**src/rtl/mod_n_updown_counter_if.sv**
```systemverilog
// Control and status bundle for one modulo-N up/down counter stage.
interface mod_n_updown_counter_if #(
  parameter int WIDTH = 4
);
  logic             ce;
  logic             up;
  logic             clr;
  logic             ld;
  logic [WIDTH-1:0] ld_val;
  logic [WIDTH-1:0] count;
  logic             tc;
  logic             wrap_p;
  logic             sat_hit;
  logic             ld_err;

  modport master (
    output ce, up, clr, ld, ld_val,
    input  count, tc, wrap_p, sat_hit, ld_err
  );

  modport slave (
    input  ce, up, clr, ld, ld_val,
    output count, tc, wrap_p, sat_hit, ld_err
  );
endinterface

```
**src/rtl/mod_n_updown_counter.sv**
```systemverilog
// Modulo-N up/down counter with wrap/saturate mode, cascadable terminal
// count and sticky saturation / illegal-load status flags.
module mod_n_updown_counter #(
  parameter int WIDTH    = 4,
  parameter int MODULUS  = 10,
  parameter int SATURATE = 0
) (
  input  logic                   clk,
  input  logic                   mr,
  mod_n_updown_counter_if.slave  bus
);

  localparam logic [WIDTH-1:0] MAX_CNT = WIDTH'(MODULUS - 1);
  localparam logic [WIDTH:0]   MOD_EXT = (WIDTH+1)'(MODULUS);

  logic [WIDTH-1:0] r_count;
  logic             r_wrap_p;
  logic             r_sat_hit;
  logic             r_ld_err;

  logic [WIDTH-1:0] w_count_nxt;
  logic             w_wrap_nxt;
  logic             w_sat_nxt;
  logic             w_err_nxt;
  logic             w_at_top;
  logic             w_at_bot;
  logic             w_at_end;
  logic             w_step;
  logic             w_ld_bad;

  // Only called away from the range ends, so the result stays below MODULUS.
  function automatic logic [WIDTH-1:0] f_step(input logic [WIDTH-1:0] c,
                                              input logic             up_dir);
    if (up_dir) return c + 1'b1;
    return c - 1'b1;
  endfunction

  function automatic logic [WIDTH-1:0] f_clamp_load(input logic [WIDTH-1:0] v);
    return ({1'b0, v} < MOD_EXT) ? v : MAX_CNT;
  endfunction

  assign w_at_top = (r_count == MAX_CNT);
  assign w_at_bot = (r_count == '0);
  assign w_at_end = bus.up ? w_at_top : w_at_bot;
  assign w_step   = bus.ce & ~bus.clr & ~bus.ld;
  assign w_ld_bad = ({1'b0, bus.ld_val} >= MOD_EXT);

  always_comb begin
    w_count_nxt = r_count;
    w_wrap_nxt  = 1'b0;
    w_sat_nxt   = r_sat_hit;
    w_err_nxt   = r_ld_err;
    if (bus.clr) begin
      w_count_nxt = '0;
      w_sat_nxt   = 1'b0;
      w_err_nxt   = 1'b0;
    end else if (bus.ld) begin
      w_count_nxt = f_clamp_load(bus.ld_val);
      if (w_ld_bad) w_err_nxt = 1'b1;
    end else if (bus.ce) begin
      if (!w_at_end) begin
        w_count_nxt = f_step(r_count, bus.up);
      end else if (SATURATE != 0) begin
        w_sat_nxt = 1'b1;
      end else begin
        w_count_nxt = bus.up ? '0 : MAX_CNT;
        w_wrap_nxt  = 1'b1;
      end
    end
  end

  always_ff @(posedge clk or posedge mr) begin
    if (mr) begin
      r_count   <= '0;
      r_wrap_p  <= 1'b0;
      r_sat_hit <= 1'b0;
      r_ld_err  <= 1'b0;
    end else begin
      r_count   <= w_count_nxt;
      r_wrap_p  <= w_wrap_nxt;
      r_sat_hit <= w_sat_nxt;
      r_ld_err  <= w_err_nxt;
    end
  end

  // tc is asserted at a range end even in saturate mode, so a cascade still advances.
  assign bus.tc      = w_step & w_at_end;
  assign bus.count   = r_count;
  assign bus.wrap_p  = r_wrap_p;
  assign bus.sat_hit = r_sat_hit;
  assign bus.ld_err  = r_ld_err;

endmodule

```
**src/flat_wrapper.sv**
```systemverilog
// flat-port wrapper written by rule: the top's interface ports become plain ports
module mod_n_updown_counter_flat 
#(
  parameter int WIDTH    = 4,
  parameter int MODULUS  = 10,
  parameter int SATURATE = 0
)
  (clk, mr, bus_ce, bus_up, bus_clr, bus_ld, bus_ld_val, bus_count, bus_tc, bus_wrap_p, bus_sat_hit, bus_ld_err);
  mod_n_updown_counter_if #(.WIDTH(WIDTH)) bus_i ();
  input  logic clk;
  input  logic mr;
  input wire logic [$bits(bus_i.ce)-1:0] bus_ce;
  input wire logic [$bits(bus_i.up)-1:0] bus_up;
  input wire logic [$bits(bus_i.clr)-1:0] bus_clr;
  input wire logic [$bits(bus_i.ld)-1:0] bus_ld;
  input wire logic [$bits(bus_i.ld_val)-1:0] bus_ld_val;
  output wire logic [$bits(bus_i.count)-1:0] bus_count;
  output wire logic [$bits(bus_i.tc)-1:0] bus_tc;
  output wire logic [$bits(bus_i.wrap_p)-1:0] bus_wrap_p;
  output wire logic [$bits(bus_i.sat_hit)-1:0] bus_sat_hit;
  output wire logic [$bits(bus_i.ld_err)-1:0] bus_ld_err;
  assign bus_i.ce = bus_ce;
  assign bus_i.up = bus_up;
  assign bus_i.clr = bus_clr;
  assign bus_i.ld = bus_ld;
  assign bus_i.ld_val = bus_ld_val;
  assign bus_count = bus_i.count;
  assign bus_tc = bus_i.tc;
  assign bus_wrap_p = bus_i.wrap_p;
  assign bus_sat_hit = bus_i.sat_hit;
  assign bus_ld_err = bus_i.ld_err;
  mod_n_updown_counter #(.WIDTH(WIDTH), .MODULUS(MODULUS), .SATURATE(SATURATE)) u_core (.clk(clk), .mr(mr), .bus(bus_i));
endmodule
```
**config.mk**
```make
export PLATFORM = sky130hd
export DESIGN_NAME = mod_n_updown_counter_flat
export DESIGN_NICKNAME = d
export VERILOG_FILES = /design/src/rtl/mod_n_updown_counter_if.sv /design/src/rtl/mod_n_updown_counter.sv /design/src/flat_wrapper.sv
export SDC_FILE = /design/constraint.sdc
export NUM_CORES = 1
export LEC_CHECK = 0
export ABC_AREA = 1
export BUFFER_PORTS_ARGS = -buffer_cell sky130_fd_sc_hd__buf_4
export CAP_MARGIN = 20
export CORE_AREA = 2 2 39 41
export CTS_CLUSTER_SIZE = 24
export DETAILED_ROUTE_END_ITERATION = 6
export DIE_AREA = 0 0 41 43
export PLACE_DENSITY_LB_ADDON = 0.1
export REMOVE_ABC_BUFFERS = 1
export SETUP_SLACK_MARGIN = 0.15
export SLEW_MARGIN = 10
export SYNTH_ARGS = -nofsm -noshare
export SYNTH_HDL_FRONTEND = slang
export SYNTH_SLANG_ARGS = --single-unit
```
**constraint.sdc**
```tcl
create_clock -name clk -period 1.8 [get_ports clk]
set_input_delay 0.18 -clock clk [delete_from_list [all_inputs] [get_ports clk]]
set_output_delay 0.18 -clock clk [all_outputs]
set_load 0.05 [all_outputs]
```
==> summary.md <==
| Metric | Value |
|---|---|
| Outcome | finished clean |
| Area of the mapped netlist | 480 µm² |
| Layout area overhead | 40.6% |
| Die width | 41 µm |
| Tcrit/Tclk final | 86.9% |
| WL final | 1170 µm |
| Setup violations, final | 0 |
| Max Slew Vio Count | 0 |
| Ys Warns | 0 |
| First-pass GRT wire length | 1880 µm |
| Syn Area/Cell | 7.28 µm² |
| Initial antenna violation count | 0 |
| Count of placed standard cells including taps | 97 |
| Filler Cells Inserted | 142 |
| Total CTS buffers | 3 |
| Hold Fails Final Rpt | 0 |
| Crit path largest cell delay | 0.42 ns |
| Port-buffer cells | 16 |
| Pleak | 0.371 nW |
| Final layout net count | 102 |
| Final Power | 0.000496 W |
| Worst Path Arrival | 1.38 ns |
| 1st-iter DRT viols | 10 |
| # DRC | 0 |
| Setup crit start kind | register |
| Hold WC Path Type | in -> reg |
| All-Layer GR Usage | 16.1% |
| CTS root buf | clkbuf_4 |
| Commonest cells after routing, fill and taps aside | buf_4 (17), nand2_1 (15), inv_1 (7), nor2_1 (7), dfrtp_1 (5) |
| Synth Register Bits | 6 |
| Peak VDD IR | 0.418 mV |
| Delay-heaviest family, CP | simple AND/OR/NAND/NOR gates |
| Starting Density | 34.7% |
| Worst slack at placement | 0.302 ns |
| Die H | 43 µm |
| CTS tree | done |
| TritonCTS Sinks | 6 |
| Gp weighted congestion | 0.800 |
| H-tree levels | 1 |
| Clk buf depth | 2 |
| Max_cap viols | 0 |
| Required @ worst endpoint | 1.62 ns |
| Seq/Total Area, Yosys | 31.3% |
| Post-DP HPWL | 899 µm |
| Power per cell area | 734 mW/mm² |
| Fin cells | 103 |
| DR pass1 iterations | 4 |
| Cells after Synth | 66 |
| CP cell instances | nand2_1, inv_1, nand4_1, nand2_2, and3_1, buf_6 |
| Routed len/inst | 11.3 µm |
| Core Footprint | 0.00138 mm² |
| ANT cells | 0 |
| Fin Clk Skew | 0.0117 ns |
| Netlist cell types | 22 |
| Setup_tns | 0 ns |
| Critical path type | reg -> out |
| Setup repair after global routing missed its margin | false |
| Remaining global-route overflow | 0 |
| Vias | 487 |
| Via density per instance | 4.73 |
| Sequential cell area | 151 µm² |
| Vias in the first global route | 446 |
| Max Fclk | 639 MHz |
| Post-layout min period | 1.56 ns |
| Most common cell after layout, fill and taps aside | buf_4 |
| WP buf/inv | 2 |
| Largest net degree at the start of global routing | 8 |
| CTS clk-pin slew, worst paths | 0.05 ns |
| CP endpoint kind | output pin |
| Worst hold margin | 0.155 ns |
| Clk_lat worst skew | 0.25 ns |
| Row count | 14 |
| Multi-input gate area | 295 µm² |
| Total Die Area | 0.00176 mm² |
| CP max FO | 5 |
| IO Pins | 18 |
| Routed Antenna Nets | 0 |
| Slack of the critical path | 0.235 ns |
| Share of post-route cells with drive strength above 1 | 34.5% |
| Crit-path slowest cell | dfrtp_2 |
==> repair_timing <==
item,4_1_cts,5_1_grt
cloned,0,0
hold endpoints to repair,6,0
setup endpoints to repair,1,1
pin swaps,0,1
buffers inserted,0,2
hold buffers,1,0
gates resized for setup,2,5
==> final timing paths <==
| kind | from | end | slack (ns) | depth (start not counted) |
|---|---|---|---|---|
| min reg2reg | u_core.bus.ld_err | u_core.bus.ld_err | 0.50 | 2 |
| max | u_core.bus.count[3] | bus_tc | 0.24 | 6 |
| min | bus_clr | u_core.bus.ld_err | 0.16 | 2 |
| min in group asynchronous | mr | u_core.bus.count[1] | 0.41 | 3 |
| max reg2reg | u_core.bus.count[0] | u_core.bus.count[2] | 0.32 | 6 |
| max in group asynchronous | mr | u_core.bus.count[3] | 1.17 | 3 |
==> worst register-to-register path, delay by kind of cell (launching register included) <==
family / cells / cell delay [ns]
AO/OA/AOI/OAI: 1 / 0.16
buffers and inverters: 1 / 0.09
AND/OR/NAND/NOR: 2 / 0.15
XOR/XNOR: 1 / 0.17
flip-flops: 1 / 0.42
adder cells (fa/ha/maj): 1 / 0.44
==> layer usage <==
layer	up-vias	GRT usage [%]	wire length (µm)
met4	0	2.00	0
met5	-	0	0
met1	217	19.5	489
met2	16	25.6	607
met3	0	7.85	73
li1	254	-	-
==> metrics by stage <==
stage / util [%] / area [µm²]
2_1_floorplan: - / 473
3_3_place_gp: 44.3 / 613
3_5_place_dp: 44.3 / 613
4_1_cts: 46.9 / 649
5_1_grt: 48.8 / 676
6_report: 48.8 / 676
==> synth_stat cells (all sizes together) <==
library cell  instances  share of area, %
inv                  10               7.8
nand4                 2               2.6
xor2                  1               1.8
nor3                  2               4.4
nand2                16                13
nor2                  9               8.6
a21oi                 1               1.0
fa                    1               4.2
and3                  2               2.6
nand3                 4               4.2
ha                    2               5.2
xnor2                 1               1.8
o31ai                 1               2.6
buf                   1               1.6
o21ai                 4               4.2
o21a                  1               1.6
conb                  1              0.78
or2                   1               1.3
dfrtp                 6                31
==> registers in the layout (all words and copies together), names as in the netlist <==
| name | cells |
|---|---|
| u_core.bus.count | 4 |
| u_core.bus.ld_err | 1 |
| u_core.bus.wrap_p | 1 |
==> kinds of logic (layout without fill, tap and decap cells) <==
logic type | after synthesis | in the layout | synth area share [%]
other | 1 | 1 | 0.781
adder cells (fa/ha/maj) | 3 | 3 | 9.37
buffers and inverters | 11 | 32 | 9.37
XOR/XNOR | 2 | 2 | 3.65
AND/OR/NAND/NOR | 36 | 36 | 36.2
AO/OA/AOI/OAI | 7 | 7 | 9.37
flip-flops | 6 | 6 | 31.2
==> layout make-up <==
class | instances | share of cell area [%]
Multi-Input combinational cell | 49 | 43.7
Sequential cell | 6 | 22.4
Timing Repair Buffer | 19 | 22.0
Inverter | 10 | 5.56
Clock buffer | 3 | 3.33
Tap cell | 16 | 2.96
==> where the power goes <==
| part | internal, W | switching (W) | total, W |
|---|---|---|---|
| sequential | 0.000148 | 0.0000157 | 0.000164 |
| combinational | 0.0000776 | 0.000127 | 0.000205 |
| clock | 0.0000756 | 0.0000517 | 0.000127 |
| total | 0.000301 | 0.000195 | 0.000496 |
Note: power is estimated with default switching activity, not from simulation.
